===== src/rtl/bus_rx_fifo.sv =====
// Receive FIFO for a shared bus: accepts words addressed to MY_ID, presents them
// first-word-fall-through, and counts addressed words dropped while full.
module bus_rx_fifo #(
    parameter int N     = 32,
    parameter int DEPTH = 4,
    parameter int IDW   = 4,
    parameter int MY_ID = 0
) (
    input  logic                       Clk,
    input  logic                       Rst,
    input  logic [N-1:0]               BusData,
    input  logic                       BusValid,
    input  logic [IDW-1:0]             BusDest,
    output logic                       BusBusy,
    output logic [N-1:0]               Dout,
    output logic                       DoutValid,
    input  logic                       DoutReady,
    output logic [$clog2(DEPTH):0]     Count,
    output logic [7:0]                 OvfCnt
);

    localparam int AW = $clog2(DEPTH);
    localparam int CW = AW + 1;

    logic [N-1:0]  mem [DEPTH];
    logic [AW-1:0] rdptr;
    logic [AW-1:0] wrptr;
    logic [CW-1:0] count;
    logic [7:0]    ovf;
    logic          hit;
    logic          full;
    logic          push;
    logic          pop;

    always_comb begin
        hit  = BusValid && (BusDest == IDW'(MY_ID));
        full = (count == CW'(DEPTH));
        // Acceptance looks only at registered fullness, so a pop never frees room for the same cycle's word.
        push = hit && !full;
        pop  = (count != '0) && DoutReady;
    end

    always_ff @(posedge Clk) begin
        if (Rst) begin
            rdptr <= '0;
            wrptr <= '0;
            count <= '0;
            ovf   <= '0;
        end else begin
            if (push)
                wrptr <= wrptr + 1'b1;
            if (pop)
                rdptr <= rdptr + 1'b1;
            case ({push, pop})
                2'b10:   count <= count + 1'b1;
                2'b01:   count <= count - 1'b1;
                default: count <= count;
            endcase
            if (hit && full && (ovf != '1))
                ovf <= ovf + 1'b1;
        end
    end

    // Storage carries no reset; its contents are meaningless while empty.
    always_ff @(posedge Clk) begin
        if (push && !Rst)
            mem[wrptr] <= BusData;
    end

    always_comb begin
        Dout      = mem[rdptr];
        DoutValid = (count != '0);
        BusBusy   = full;
        Count     = count;
        OvfCnt    = ovf;
    end

endmodule


===== config.mk =====
export PLATFORM = sky130hd
export DESIGN_NAME = bus_rx_fifo
export DESIGN_NICKNAME = d
export VERILOG_FILES = /design/src/rtl/bus_rx_fifo.sv
export SDC_FILE = /design/constraint.sdc
export NUM_CORES = 1
export LEC_CHECK = 0
export CAP_MARGIN = 0
export CORE_MARGIN = 2
export CORE_UTILIZATION = 48
export CTS_CLUSTER_SIZE = 40
export DETAILED_ROUTE_END_ITERATION = 7
export PLACE_DENSITY = 0.75
export SLEW_MARGIN = 40
export SYNTH_ARGS = -nofsm -noshare
export SYNTH_HDL_FRONTEND = slang
export SYNTH_SLANG_ARGS = --single-unit

===== constraint.sdc =====
create_clock -name Clk -period 2.37 [get_ports Clk]
set_input_delay 0.474 -clock Clk [delete_from_list [all_inputs] [get_ports Clk]]
set_output_delay 0.474 -clock Clk [all_outputs]
set_load 0.01 [all_outputs]

# Word level (Yosys, flattened, before mapping)
# Memory sizes are Yosys's and may differ from the RTL's. A register that Yosys moved wholly into a read port is not among the register bits.
# Index checks and enable logic that the tools add are counted.
[word_totals]
reg_bits = 15
ramBits = 128
in_bits = 40
output_inout_bits = 45
elab_cells = 30
mem_count = 1
[memory_table]
columns = ["name", "depth", "word_bits", "read_ports", "rd_ports_with_merged_regs", "write_ports", "line", "text"]
rows = [
  ["mem", 4, 32, 1, 1, 1, "25", "logic [N-1:0] mem [DEPTH];"],
]
[op_classes]
addsub = 5
n_eq_ne = 4
n_mux = 5
n_reduce_logical = 11
[op_table]
columns = ["op", "n"]
rows = [
  ["adder 8 x 1 -> 8 bit (second input constant)", 1],
  ["!= test 8 bit (second input constant)", 1],
  ["logical AND 1 bit", 6],
  ["case mux 3 bit (2 select lines)", 1],
  ["adder 2 x 1 -> 2 bit (second input constant)", 2],
  ["zero test 4 bit", 1],
  ["two-way mux 2 bit", 2],
  ["adder 3 x 1 -> 3 bit (second input constant)", 1],
  ["equality test 3 bit (second input constant)", 1],
  ["nonzero test 3 bit", 1],
  ["subtractor 3 x 1 -> 3 bit (second input constant)", 1],
  ["equality test 2 x 1 -> 1 bit (second input constant)", 1],
  ["equality test 2 bit (second input constant)", 1],
  ["zero test 1 bit", 2],
  ["two-way mux 1 bit", 2],
  ["nonzero test 2 bit", 1],
]

# Depth between registers and ports, before layout
# Gate-level depths: netlist (run 1).
[depth]
word_depth = 6
mapped_depth = 8
ltp_nobuf = 8

# Least setup slack after synthesis (run 1)
# Ideal clock, no wire load.
[synth_path]
path_type = "input-to-reg"
startpoint = "input port BusDest[1]"
endpoint = "memory mem[0][0], enable pin"
setup_time_ns = 0.392
arrival_ns = 1.914
t_required_ns = 1.978
path_slack_ns = 0.064
stages = 4
path_buffers = 0
cell_sequence = "nor4_1 nand3b_1 nor2_1 and2_1"
[synth_between]
elab_chain_cells = 6
[synth_rtl]
columns = ["element", "line", "text"]
rows = [
  ["start: declaration", "13", "input logic [IDW-1:0] BusDest,"],
  ["zero test 4 bit", "36", "hit = BusValid && (BusDest == IDW'(MY_ID));"],
  ["logical AND 1 bit", "36", ""],
  ["logical AND 1 bit", "39", "push = hit && !full;"],
  ["logical AND 1 bit", "66", "if (push && !Rst)"],
  ["two-way mux 1 bit", "66", ""],
  ["two-way mux 1 bit (implied by the code)", "67", "mem[wrptr] <= BusData;"],
  ["end: declaration", "25", ""],
]
# No other way between the ends.

==> summary.md, run 1 <==
| Metric | Value |
|---|---|
| Crit path time final | `2310 ps` |
| Worst Hold Path Cells | `2` |
| Initial Util | `0.486` |
| Crit path max fanout | `8` |
| Pins Over Slew Limit | `0` |
| Min-delay src | `OvfCnt[6]` |
| Post-Syn Area per Cell | `between 20 and 25 sq um` |
| CP Launch Type | `register` |
| Crit share post-route | `0.974` |
| Post-route cell area | `approximately 7300 sq um` |
| Clk buf depth | `2` |
| FP Rows | `39` |
| Clock skew | `12.2 ps` |
| First-pass GRT wire length | `between 15000 and 20000 um` |
| Peak VDD IR | `roughly 0.0005 V` |
| Post-DRT Antenna Nets | `0` |
| CP delay by family, top | `multiplexers` |
| Reg-to-Reg Start | `Count[2]` |
| IO buf count | `84` |
| Root Driver | `clkbuf_16` |
| Hold Crit Class | `register to register` |
| CP Buf/Inv Count | `2` |
| Area share of the leading cell type in the synthesized netlist | `0.698` |
| Yosys top cell by area | `edfxtp_1` |
| Critical Path End Type | `output port` |
| TritonCTS clock tree | `yes` |
| GPL Wtd Cong | `0.752` |
| LEAKAGE | `2.44 nW` |
| Die Span Y | `between 100 and 150 um` |
| Largest net degree at the start of global routing | `21` |
| Placed insts | `roughly 500` |
| Largest cells by area after synthesis | `edfxtp_1, mux4_2, dfxtp_1, ha_1, a21oi_1` |
| RSZ-0062 raised after global routing | `false` |
| Clk slew on worst S/H paths | `~60 ps` |
| R2r setup slk | `approximately 170 ps` |
| Worst R2R Path Depth | `8` |
| Via count | `about 2900` |
| Fillers | `781` |
| Utilization of the core after routing | `0.649` |
| Sequential fraction of the synthesis area | `0.760` |
| Maxcap violations | `0` |
| Syn nets | `314` |
| Clock Latency Late Sink | `410 ps` |
| Flops & latches, synth | `145` |
| Drt drc | `0` |
| CTS Sinks | `approximately 150` |
| Worst-margin pin slew | `315 ps` |
| Via density | `between 5 and 6` |
| Share of layout cells above drive strength 1 | `0.277` |
| Syn-to-layout area delta | `33.5%` |
| Number of non-filler instances in the completed layout | `540` |
| Initial antenna violation count | `0` |
| Most frequent cells in the layout | `edfxtp_1, clkdlybuf4s50_1, mux4_2` |
| Synth Warn # | `0` |
| Max Freq | `roughly 430 MHz` |
| Slew HR | `0.789` |
| Run status | `finished clean` |
| Register area | `4190 sq um` |
| DP Area | `between 6000 and 7000 sq um` |
| Mapped Area | `~5500 sq um` |
| Commonest non-fill, non-tap cell in the layout | `edfxtp_1` |
| Die width | `~110 um` |
| Arr. time, crit path | `approximately 1800 ps` |
| Crit-path max cell delay | `around 550 ps` |
| All-layer global routing usage | `0.183` |
| Worst Hold End | `OvfCnt[6]` |
| Path type of the worst setup path | `register to output port` |
| Hold Fails Final Rpt | `0` |
| Routed WL | `10400 um` |
| Netlist cell types | `36` |
| Total negative slack | `0 ps` |
| N_diodes | `0` |
| Htree depth | `4` |
| Finish-stage setup viols | `0` |
| Slowest CP cell | `mux4_2` |
| PwrDens | `775 nW/um^2` |
| Die Area | `12300 sq um` |
| Detailed Routing Iterations Pass 1 | `6` |
| Critical Path RT | `1900 ps` |
| Vias in the first global route | `a little over 3000` |
| DP HPWL | `approximately 6400 um` |
| R2R Path End | `Count[2]` |
| Mapped Cells | `roughly 270` |
| Core area | `approximately 11000 sq um` |
| TritonCTS Buffers | `17` |
| Crit-path cells | `buf_12, mux4_2, dlygate4sd2_1` |
| Area of the multi-input gates | `between 1000 and 1500 sq um` |
| Final net count | `431` |
| DR WL/cell | `between 15 and 20 um` |
| First-iteration detailed-routing DRC count | `between 150 and 200` |
| Remaining Overflow, GRT | `0` |
| IO Pins | `85` |
layout make-up:
class	instances	area share
Tap cell	143	0.0244
Clock inverter	11	0.0189
Sequential cell	145	0.570
Timing Repair Buffer	109	0.151
Inverter	7	0.00358
Clock buffer	21	0.0627
Multi-Input combinational cell	104	0.170
worst max path at each step:
stage	depth (start not counted)	to	startpoint	slack, ps
after global routing	3	Dout[19]	register	8
after detailed placement	9	Count[2]	BusDest[1]	-130
final	3	Dout[19]	register	60
after CTS	3	Dout[3]	register	-40
after global placement	7	mem[0][14]	BusDest[1]	-20
after floorplan	4	mem[0][0]	BusDest[1]	60
through the flow:
step	power (mW)	setup WS, ps	hold slack [ps]
after detailed placement	3.10	-127	503
after floorplan	2.93	64.2	485
after global routing	5.88	8.01	549
after CTS	5.75	-38.9	516
final	5.69	61.4	517
after global placement	3.09	-16.5	480
registers in the layout, indices dropped and copies added (netlist names), named ones only:
register,cells
mem,128
rdptr,2
Count,3
wrptr,2
OvfCnt,8
tightest hold or removal path, stage by stage (launching register included):
cell      delay, ps
dfxtp_1         320
inv_1            70
a211oi_1         60
power by group:
group	internal [mW]	total, mW	switching (mW)
combinational	0.149	0.251	0.102
clock	1.70	2.65	0.944
sequential	2.78	2.79	0.00841
total	4.64	5.69	1.05
synth_stat cells:
cell type  count
nand2_2        1
nor3_1         1
o21ai_0        3
buf_1          1
edfxtp_1     128
xor2_1         3
a211oi_1       1
or3b_2         1
mux2i_1        2
nand4_1        2
dfxtp_1       17
and2_1         4
ha_1           6
buf_6          1
or4_1          3
nor3b_1        1
nand3_1        3
or3_2          3
mux4_2        32
inv_1          7
and3_1         1
xnor2_1        2
or3_1          1
buf_2          3
o31ai_1        4
nor2_1        10
o31a_2         1
fa_1           1
a21oi_1        8
nand3b_1       1
and4_1         3
and4bb_2       1
nand2_1        3
nor4_4         1
clkbuf_1       6
nor4_1         1
routing by layer:
layer | track usage | part of all wire | wire (um) | up-vias
met4 | 0.0444 | 0.0066 | 69 | 0
li1 | - | - | - | 1329
met3 | 0.0662 | 0.048 | 506 | 6
met5 | 0 | 0 | 0 | -
met2 | 0.297 | 0.51 | 5290 | 100
met1 | 0.238 | 0.44 | 4580 | 1462
kinds of logic after synthesis:
family	count (synthesis)	share of synthesized area
AO/OA/AOI/OAI	17	0.0186
XOR/XNOR	5	0.00796
adder cells (fa/ha/maj)	7	0.0173
buffers and inverters	18	0.0143
flip-flops	145	0.760
multiplexers	34	0.135
AND/OR/NAND/NOR	41	0.0473
repair_timing:
| action | in CTS | in global routing |
|---|---|---|
| setup buffers | 3 | 0 |
| gates cloned | 2 | 0 |
| resized for setup | 45 | 11 |
| setup endpoints to repair | 32 | 10 |
| hold buffers | 0 | 0 |
No activity file was read; power rests on OpenSTA's default activity.
==> run 2, diff against run 1 <==
--- a/config.mk
+++ b/config.mk
@@ -7,11 +7,12 @@
 export LEC_CHECK = 0
 export CAP_MARGIN = 0
 export CORE_MARGIN = 2
-export CORE_UTILIZATION = 48
+export CORE_UTILIZATION = 53
 export CTS_CLUSTER_SIZE = 40
 export DETAILED_ROUTE_END_ITERATION = 7
-export PLACE_DENSITY = 0.75
+export PLACE_DENSITY = 0.79
 export SLEW_MARGIN = 40
 export SYNTH_ARGS = -nofsm -noshare
 export SYNTH_HDL_FRONTEND = slang
 export SYNTH_SLANG_ARGS = --single-unit
+export TNS_END_PERCENT = 5
==> constraint.sdc (replaced) <==
create_clock -name Clk -period 2.5 [get_ports Clk]
set_input_delay 0.5 -clock Clk [delete_from_list [all_inputs] [get_ports Clk]]
set_output_delay 0.5 -clock Clk [all_outputs]
set_load 0.01 [all_outputs]
==> run 2 against run 1 <==
Largest cell class unchanged. Via count down 0.35%. Wire length down 2.2%. Worst hold slack worse by 6.1 ps. Critical path depth did not move. Largest power group unchanged. Clock skew is 0.97 ps lower.
==> summary.md, run 2 (synthesis gave the netlist of run 1 again) <==
| Metric | Value |
|---|---|
| First-iteration detailed-routing DRC count | `151 (was 181)` |
| Final net count | `427 (was 431)` |
| Utilization of the core after routing | `0.716 (was 0.649)` |
| Run status | `finished clean (unchanged)` |
| RSZ-0062 raised after global routing | `false (unchanged)` |
| CTS Sinks | `145 (unchanged)` |
| Crit share post-route | `0.972` |
| Syn-to-layout area delta | `32.5% (was 33.5%)` |
| Most frequent cells in the layout | `edfxtp_1, clkdlybuf4s50_1, mux4_2 (unchanged)` |
| Remaining Overflow, GRT | `0 (unchanged)` |
| Drt drc | `0 (unchanged)` |
| R2r setup slk | `330 ps (was 170 ps)` |
| Final WS setup | `69.8 ps (was 61.4 ps)` |
| Path type of the worst setup path | `register to output port (unchanged)` |
| Total negative slack | `0 ps (unchanged)` |
| Sequential power share | `0.493 (was 0.491)` |
| Worst-margin pin slew | `339 ps (was 315 ps)` |
| All-layer global routing usage | `0.199 (was 0.183)` |
| Core area | `10200 sq um (was 11300 sq um)` |
| Maxcap violations | `0 (unchanged)` |
| Share of power burned in combinational logic | `0.042 (was 0.044)` |
| Cell Int Power | `4.31 mW (was 4.64 mW)` |
| Clk slew on worst S/H paths | `60 ps (about the same)` |
| Max FFs per register | `128 (unchanged)` |
| FP Rows | `37 (was 39)` |
| Vias in the first global route | `3013 (was 3054)` |
| Hold Fails Final Rpt | `0 (unchanged)` |
| Crit path max fanout | `13 (was 8)` |
| Die Area | `11200 sq um (was 12300 sq um)` |
| Via count | `2887 (was 2897)` |
| TritonCTS clock tree | `yes (unchanged)` |
| LEAKAGE | `2.41 nW (was 2.44 nW)` |
| Routed WL | `10200 um (was 10400 um)` |
| DP HPWL | `6620 um (was 6370 um)` |
| Commonest non-fill, non-tap cell in the layout | `edfxtp_1 (unchanged)` |
| N_diodes | `0 (unchanged)` |
| Critical Path End Type | `output port (unchanged)` |
| Clk buf depth | `2 (unchanged)` |
| Clk pwr share | `0.465 (about the same)` |
| Htree depth | `4 (unchanged)` |
| Hold-fix buffers, CTS | `0 (unchanged)` |
| Slowest CP cell | `mux4_2 (unchanged)` |
| First-pass GRT wire length | `16300 um (was 16800 um)` |
| Share of layout cells above drive strength 1 | `0.247 (was 0.277)` |
| Clock Latency Late Sink | `520 ps (was 410 ps)` |
| Pre-CTS setup slack | `17.4 ps (was -127 ps)` |
| Detailed Routing Iterations Pass 1 | `4 (was 6)` |
| Critical Path RT | `2000 ps (was 1900 ps)` |
| Peak VDD IR | `0.000470 V (was 0.000502 V)` |
| Max Freq | `around 400 MHz` |
| CP Launch Type | `register (unchanged)` |
| Crit-path cells | `buf_12, mux4_2, dlygate4sd2_1 (unchanged)` |
| Switching share of total power | `0.198 (was 0.185)` |
| Sw Pwr | `1.06 mW (was 1.05 mW)` |
| Die Span Y | `106 um (was 111 um)` |
| Hold Crit Class | `register to register (unchanged)` |
| PwrDens | `736 nW/um^2 (was 775 nW/um^2)` |
| Crit-path max cell delay | `510 ps (was 550 ps)` |
| GPL Wtd Cong | `0.779 (was 0.752)` |
| Placed insts | `496 (was 504)` |
| IO Pins | `85 (unchanged)` |
| Arr. time, crit path | `1930 ps (was 1830 ps)` |
| TritonCTS Buffers | `17 (unchanged)` |
| Biggest register | `mem (unchanged)` |
| Root Driver | `clkbuf_8 (was clkbuf_16)` |
| Finish-stage setup viols | `0 (unchanged)` |
| Clock skew | `11.2 ps (was 12.2 ps)` |
| Hold_ws | `510 ps (was 517 ps)` |
| Initial Util | `0.541 (was 0.486)` |
| Slew HR | `0.774 (was 0.789)` |
| IO buf count | `84 (unchanged)` |
| Post-DRT Antenna Nets | `0 (unchanged)` |
| Largest net degree at the start of global routing | `20 (was 21)` |
| Pins Over Slew Limit | `0 (unchanged)` |
| DR WL/cell | `19.3 um (about the same)` |
| Die width | `106 um (was 111 um)` |
| Via density | `5.46 (was 5.36)` |
| Initial antenna violation count | `0 (unchanged)` |
| Crit path time final | `about 2400 ps` |
| Number of non-filler instances in the completed layout | `529 (was 540)` |
-- run 2: changes by cell type in the layout (fill, tap and decap cells not counted), moves of 3 or more --
| cell | before | now |
|---|---|---|
| clkbuf_2 | 8 | 0 |
| buf_12 | 10 | 6 |
| clkinv_4 | 1 | 4 |
| inv_6 | 0 | 3 |
| clkdlybuf4s15_1 | 0 | 8 |
| clkinv_2 | 5 | 1 |
-- run 2: cell type report --
type | count | area, sq um
inverter | 7 | 26.3
timing repair buffer | 105 | 1060
tap | 136 | 170
clock inverter | 14 | 179
clock buffer | 18 | 418
sequential | 145 | 4190
fill | 649 | 2890
multi-input combinational | 104 | 1250
-- run 2: through the flow --
stage	area, sq um	total power, mW
after CTS	7280	5.42
after global routing	7290	5.52
after floorplan	5510	2.78
after global placement	6700	2.93
after detailed placement	6700	2.93
final	7290	5.37
-- run 2: timing repair --
action / 4_1_cts / 5_1_grt
resized for setup: 34 / 8
pin swaps: 0 / 0
setup buffers: 0 / 0
endpoints found under the hold margin: 0 / 0
cloned: 1 / 0
endpoints found under the setup margin: 32 / 8
-- run 2: worst paths after layout --
path / startpoint / to / depth (start not counted)
worst max-delay path: register / Dout[5] / 3
worst min-delay path: OvfCnt[6] / OvfCnt[6] / 2
worst max register to register: Count[2] / Count[2] / 8
worst min register to register: OvfCnt[6] / OvfCnt[6] / 2
-- run 2: worst max-delay path, delay by kind of cell (launching register included) --
family	cells	cell delay, ps
buf+inv	2	480
mux	1	510
flops	1	420
-- run 2: power groups by stage --
| stage | clock network, mW | registers (mW) | logic, mW |
|---|---|---|---|
| after detailed placement | 0 | 2.70 | 0.233 |
| final | 2.50 | 2.65 | 0.225 |
| after global routing | 2.63 | 2.65 | 0.242 |
| after global placement | 0 | 2.70 | 0.228 |
| after floorplan | 0 | 2.70 | 0.0851 |
| after CTS | 2.55 | 2.65 | 0.228 |
-- run 2: routing by layer --
layer,global-route usage,up-vias,part of all wire
li1,-,1325,-
met1,0.244,1467,0.41
met2,0.346,86,0.54
met3,0.0533,9,0.044
met4,0.0677,0,0.0083
met5,0,-,0
==> run 3, diff against run 2 <==
--- a/config.mk
+++ b/config.mk
@@ -8,8 +8,10 @@
 export CAP_MARGIN = 0
 export CORE_MARGIN = 2
 export CORE_UTILIZATION = 53
+export CTS_CLUSTER_DIAMETER = 100
 export CTS_CLUSTER_SIZE = 40
 export DETAILED_ROUTE_END_ITERATION = 7
+export MAX_ROUTING_LAYER = met4
 export PLACE_DENSITY = 0.79
 export SLEW_MARGIN = 40
 export SYNTH_ARGS = -nofsm -noshare
==> constraint.sdc (replaced) <==
create_clock -name Clk -period 2.5 [get_ports Clk]
set_input_delay 0.5 -clock Clk [delete_from_list [all_inputs] [get_ports Clk]]
set_output_delay 0.5 -clock Clk [all_outputs]
set_load 0.02 [all_outputs]
==> run 3 against run 2 <==
Non-clock buffer count down 4. Via count down 0.66%. Clock power down 4%. Sequential share of layout area up 0.16 points. Clock-buffer cell count unchanged. Flip-flop and latch count unchanged. Core utilization down 0.20 points. Worst hold slack better by 0.58 ps. Cell count down 0.76%. Critical path depth unchanged. Cell area down 0.27%. Largest power group unchanged.
==> summary.md, run 3 (synthesis gave the netlist of run 1 again) <==
| Metric | Value |
|---|---|
| Run status | `finished clean (unchanged)` |
| Slowest CP cell | `mux4_2 (unchanged)` |
| Min-delay src | `OvfCnt[6] (unchanged)` |
| R2r setup slk | `380 ps (was 330 ps)` |
| TritonCTS Buffers | `17 (unchanged)` |
| Crit path to | `Dout[14] (was Dout[5])` |
| Fillers | `674 (was 649)` |
| LEAKAGE | `2.37 nW (was 2.41 nW)` |
| Total negative slack | `0 ps (unchanged)` |
| Crit-path cells | `buf_12, mux4_2, dlygate4sd2_1 (unchanged)` |
| DP Area | `6680 sq um (was 6700 sq um)` |
| DR WL/cell | `19.7 um (was 19.3 um)` |
| Crit path time final | `2470 ps (was 2430 ps)` |
| Number of non-filler instances in the completed layout | `525 (was 529)` |
| Pins Over Slew Limit | `0 (unchanged)` |
| Clk buf depth | `2 (unchanged)` |
| Clk slew on worst S/H paths | `60 ps (about the same)` |
| Placed insts | `492 (was 496)` |
| Post-DRT Antenna Nets | `0 (unchanged)` |
| Critical Path End Type | `output port (unchanged)` |
| Routed WL | `10400 um (was 10200 um)` |
| Drt drc | `0 (unchanged)` |
| First-iteration detailed-routing DRC count | `139 (was 151)` |
| Register area | `4190 sq um (unchanged)` |
| Maxcap violations | `0 (unchanged)` |
| TritonCTS clock tree | `yes (unchanged)` |
| Htree depth | `4 (unchanged)` |
| Detailed Routing Iterations Pass 1 | `4 (unchanged)` |
| RSZ-0062 raised after global routing | `true (was false)` |
| Hold-fix buffers, CTS | `0 (unchanged)` |
| PwrDens | `727 nW/um^2 (was 736 nW/um^2)` |
| Core area | `10200 sq um (unchanged)` |
| Peak VDD IR | `0.000384 V (was 0.000470 V)` |
| Die Area | `11200 sq um (unchanged)` |
| Max FFs per register | `128 (unchanged)` |
| Share of layout cells above drive strength 1 | `0.249 (was 0.247)` |
| Largest net degree at the start of global routing | `25 (was 20)` |
| CP Launch Type | `register (unchanged)` |
| Hold Fails Final Rpt | `0 (unchanged)` |
| Clock Latency Late Sink | `510 ps (was 520 ps)` |
| Reg-to-Reg Start | `Count[1] (was Count[2])` |
| Crit path max fanout | `12 (was 13)` |
| GPL Wtd Cong | `0.781 (was 0.779)` |
| N_diodes | `0 (unchanged)` |
| Crit-path max cell delay | `540 ps (was 510 ps)` |
| First-pass GRT wire length | `15700 um (was 16300 um)` |
| Crit share post-route | `0.988 (was 0.972)` |
| All-layer global routing usage | `0.197 (was 0.199)` |
| Die width | `106 um (unchanged)` |
| Utilization of the core after routing | `0.714 (was 0.716)` |
| Worst R2R Path Depth | `8 (unchanged)` |
| Vias in the first global route | `2910 (was 3013)` |
| Clock skew | `14.3 ps (was 11.2 ps)` |
| CTS Sinks | `145 (unchanged)` |
| Remaining Overflow, GRT | `0 (unchanged)` |
| Pwr Total | `5.29 mW (was 5.37 mW)` |
| Initial Util | `0.541 (unchanged)` |
| Hold Crit Class | `register to register (unchanged)` |
| Finish-stage setup viols | `0 (unchanged)` |
| Post-route cell area | `7270 sq um (was 7290 sq um)` |
| Via count | `2868 (was 2887)` |
| Setup Buffers After CTS | `0 (unchanged)` |
| Critical Path RT | `2000 ps (about the same)` |
| Path type of the worst setup path | `register to output port (unchanged)` |
| Arr. time, crit path | `1970 ps (was 1930 ps)` |
| Via density | `5.46 (about the same)` |
| Area of the multi-input gates | `1250 sq um (about the same)` |
| Most frequent cells in the layout | `edfxtp_1, clkdlybuf4s50_1, mux4_2 (unchanged)` |
| Max Freq | `405 MHz (was 411 MHz)` |
| Slew HR | `0.778 (was 0.774)` |
| Initial antenna violation count | `0 (unchanged)` |
| DP HPWL | `6050 um (was 6620 um)` |
| Worst-margin pin slew | `332 ps (was 339 ps)` |
| Commonest non-fill, non-tap cell in the layout | `edfxtp_1 (unchanged)` |
| FP Rows | `37 (unchanged)` |
| Biggest register | `mem (unchanged)` |
| R2R Path End | `Count[2] (unchanged)` |
| Final net count | `423 (was 427)` |
| Root Driver | `clkbuf_8 (unchanged)` |
| Syn-to-layout area delta | `32.1% (was 32.5%)` |
| IO buf count | `84 (unchanged)` |
| IO Pins | `85 (unchanged)` |
| Die Span Y | `106 um (unchanged)` |
-- run 3: changes by cell type in the layout (fill, tap and decap cells not counted), moves of 2 or more --
| cell | before | now |
|---|---|---|
| buf_4 | 14 | 8 |
| clkdlybuf4s15_1 | 8 | 13 |
| clkdlybuf4s15_2 | 0 | 2 |
| clkinv_4 | 4 | 1 |
| clkinvlp_4 | 1 | 4 |
| dlygate4sd2_1 | 24 | 17 |
-- run 3: what timing repair did --
action / in CTS / in global routing
gates resized for setup: 42 / 10
endpoints found under the setup margin: 32 / 27
cloned: 0 / 1
-- run 3: critical path: cells and delay by family, from the launching register on --
family | cells | cell delay (ps)
buf+inv | 2 | 520
flops | 1 | 400
mux | 1 | 540
-- run 3: worst min-delay path by stage --
stage | slack (ps) | endpoint | cells past startpoint
2_1_floorplan | 480 | register | 2
3_3_place_gp | 490 | OvfCnt[6] | 2
3_5_place_dp | 510 | OvfCnt[6] | 2
4_1_cts | 520 | OvfCnt[6] | 2
5_1_grt | 550 | OvfCnt[6] | 2
6_report | 510 | OvfCnt[6] | 2
-- run 3: power by group --
group          leakage [nW]  switching, mW  internal [mW]  total [mW]
clock network         0.271          0.965           1.44        2.40
logic                 0.812          0.108          0.134       0.242
registers              1.29        0.00822           2.64        2.65
-- run 3: layer usage --
metal	global-route usage	wire, um	up-vias
met5	-	0	-
met4	0.0611	42	0
met3	0.0595	546	4
met2	0.299	5380	91
met1	0.261	4390	1458
li1	-	-	1315
-- run 3: final cells by class --
class / count / area share
Multi-Input combinational cell: 104 / 0.172
Sequential cell: 145 / 0.576
Tap cell: 136 / 0.0234
Clock inverter: 14 / 0.0213
Timing Repair Buffer: 101 / 0.146
Clock buffer: 18 / 0.0575
Inverter: 7 / 0.00361
-- run 3: stage by stage --
stage / setup WS [ps] / hold WS [ps]
3_3_place_gp: 66.8 / 492
4_1_cts: -15.1 / 518
2_1_floorplan: 114 / 485
6_report: 29.2 / 511
5_1_grt: -29.3 / 550
3_5_place_dp: -22.7 / 506
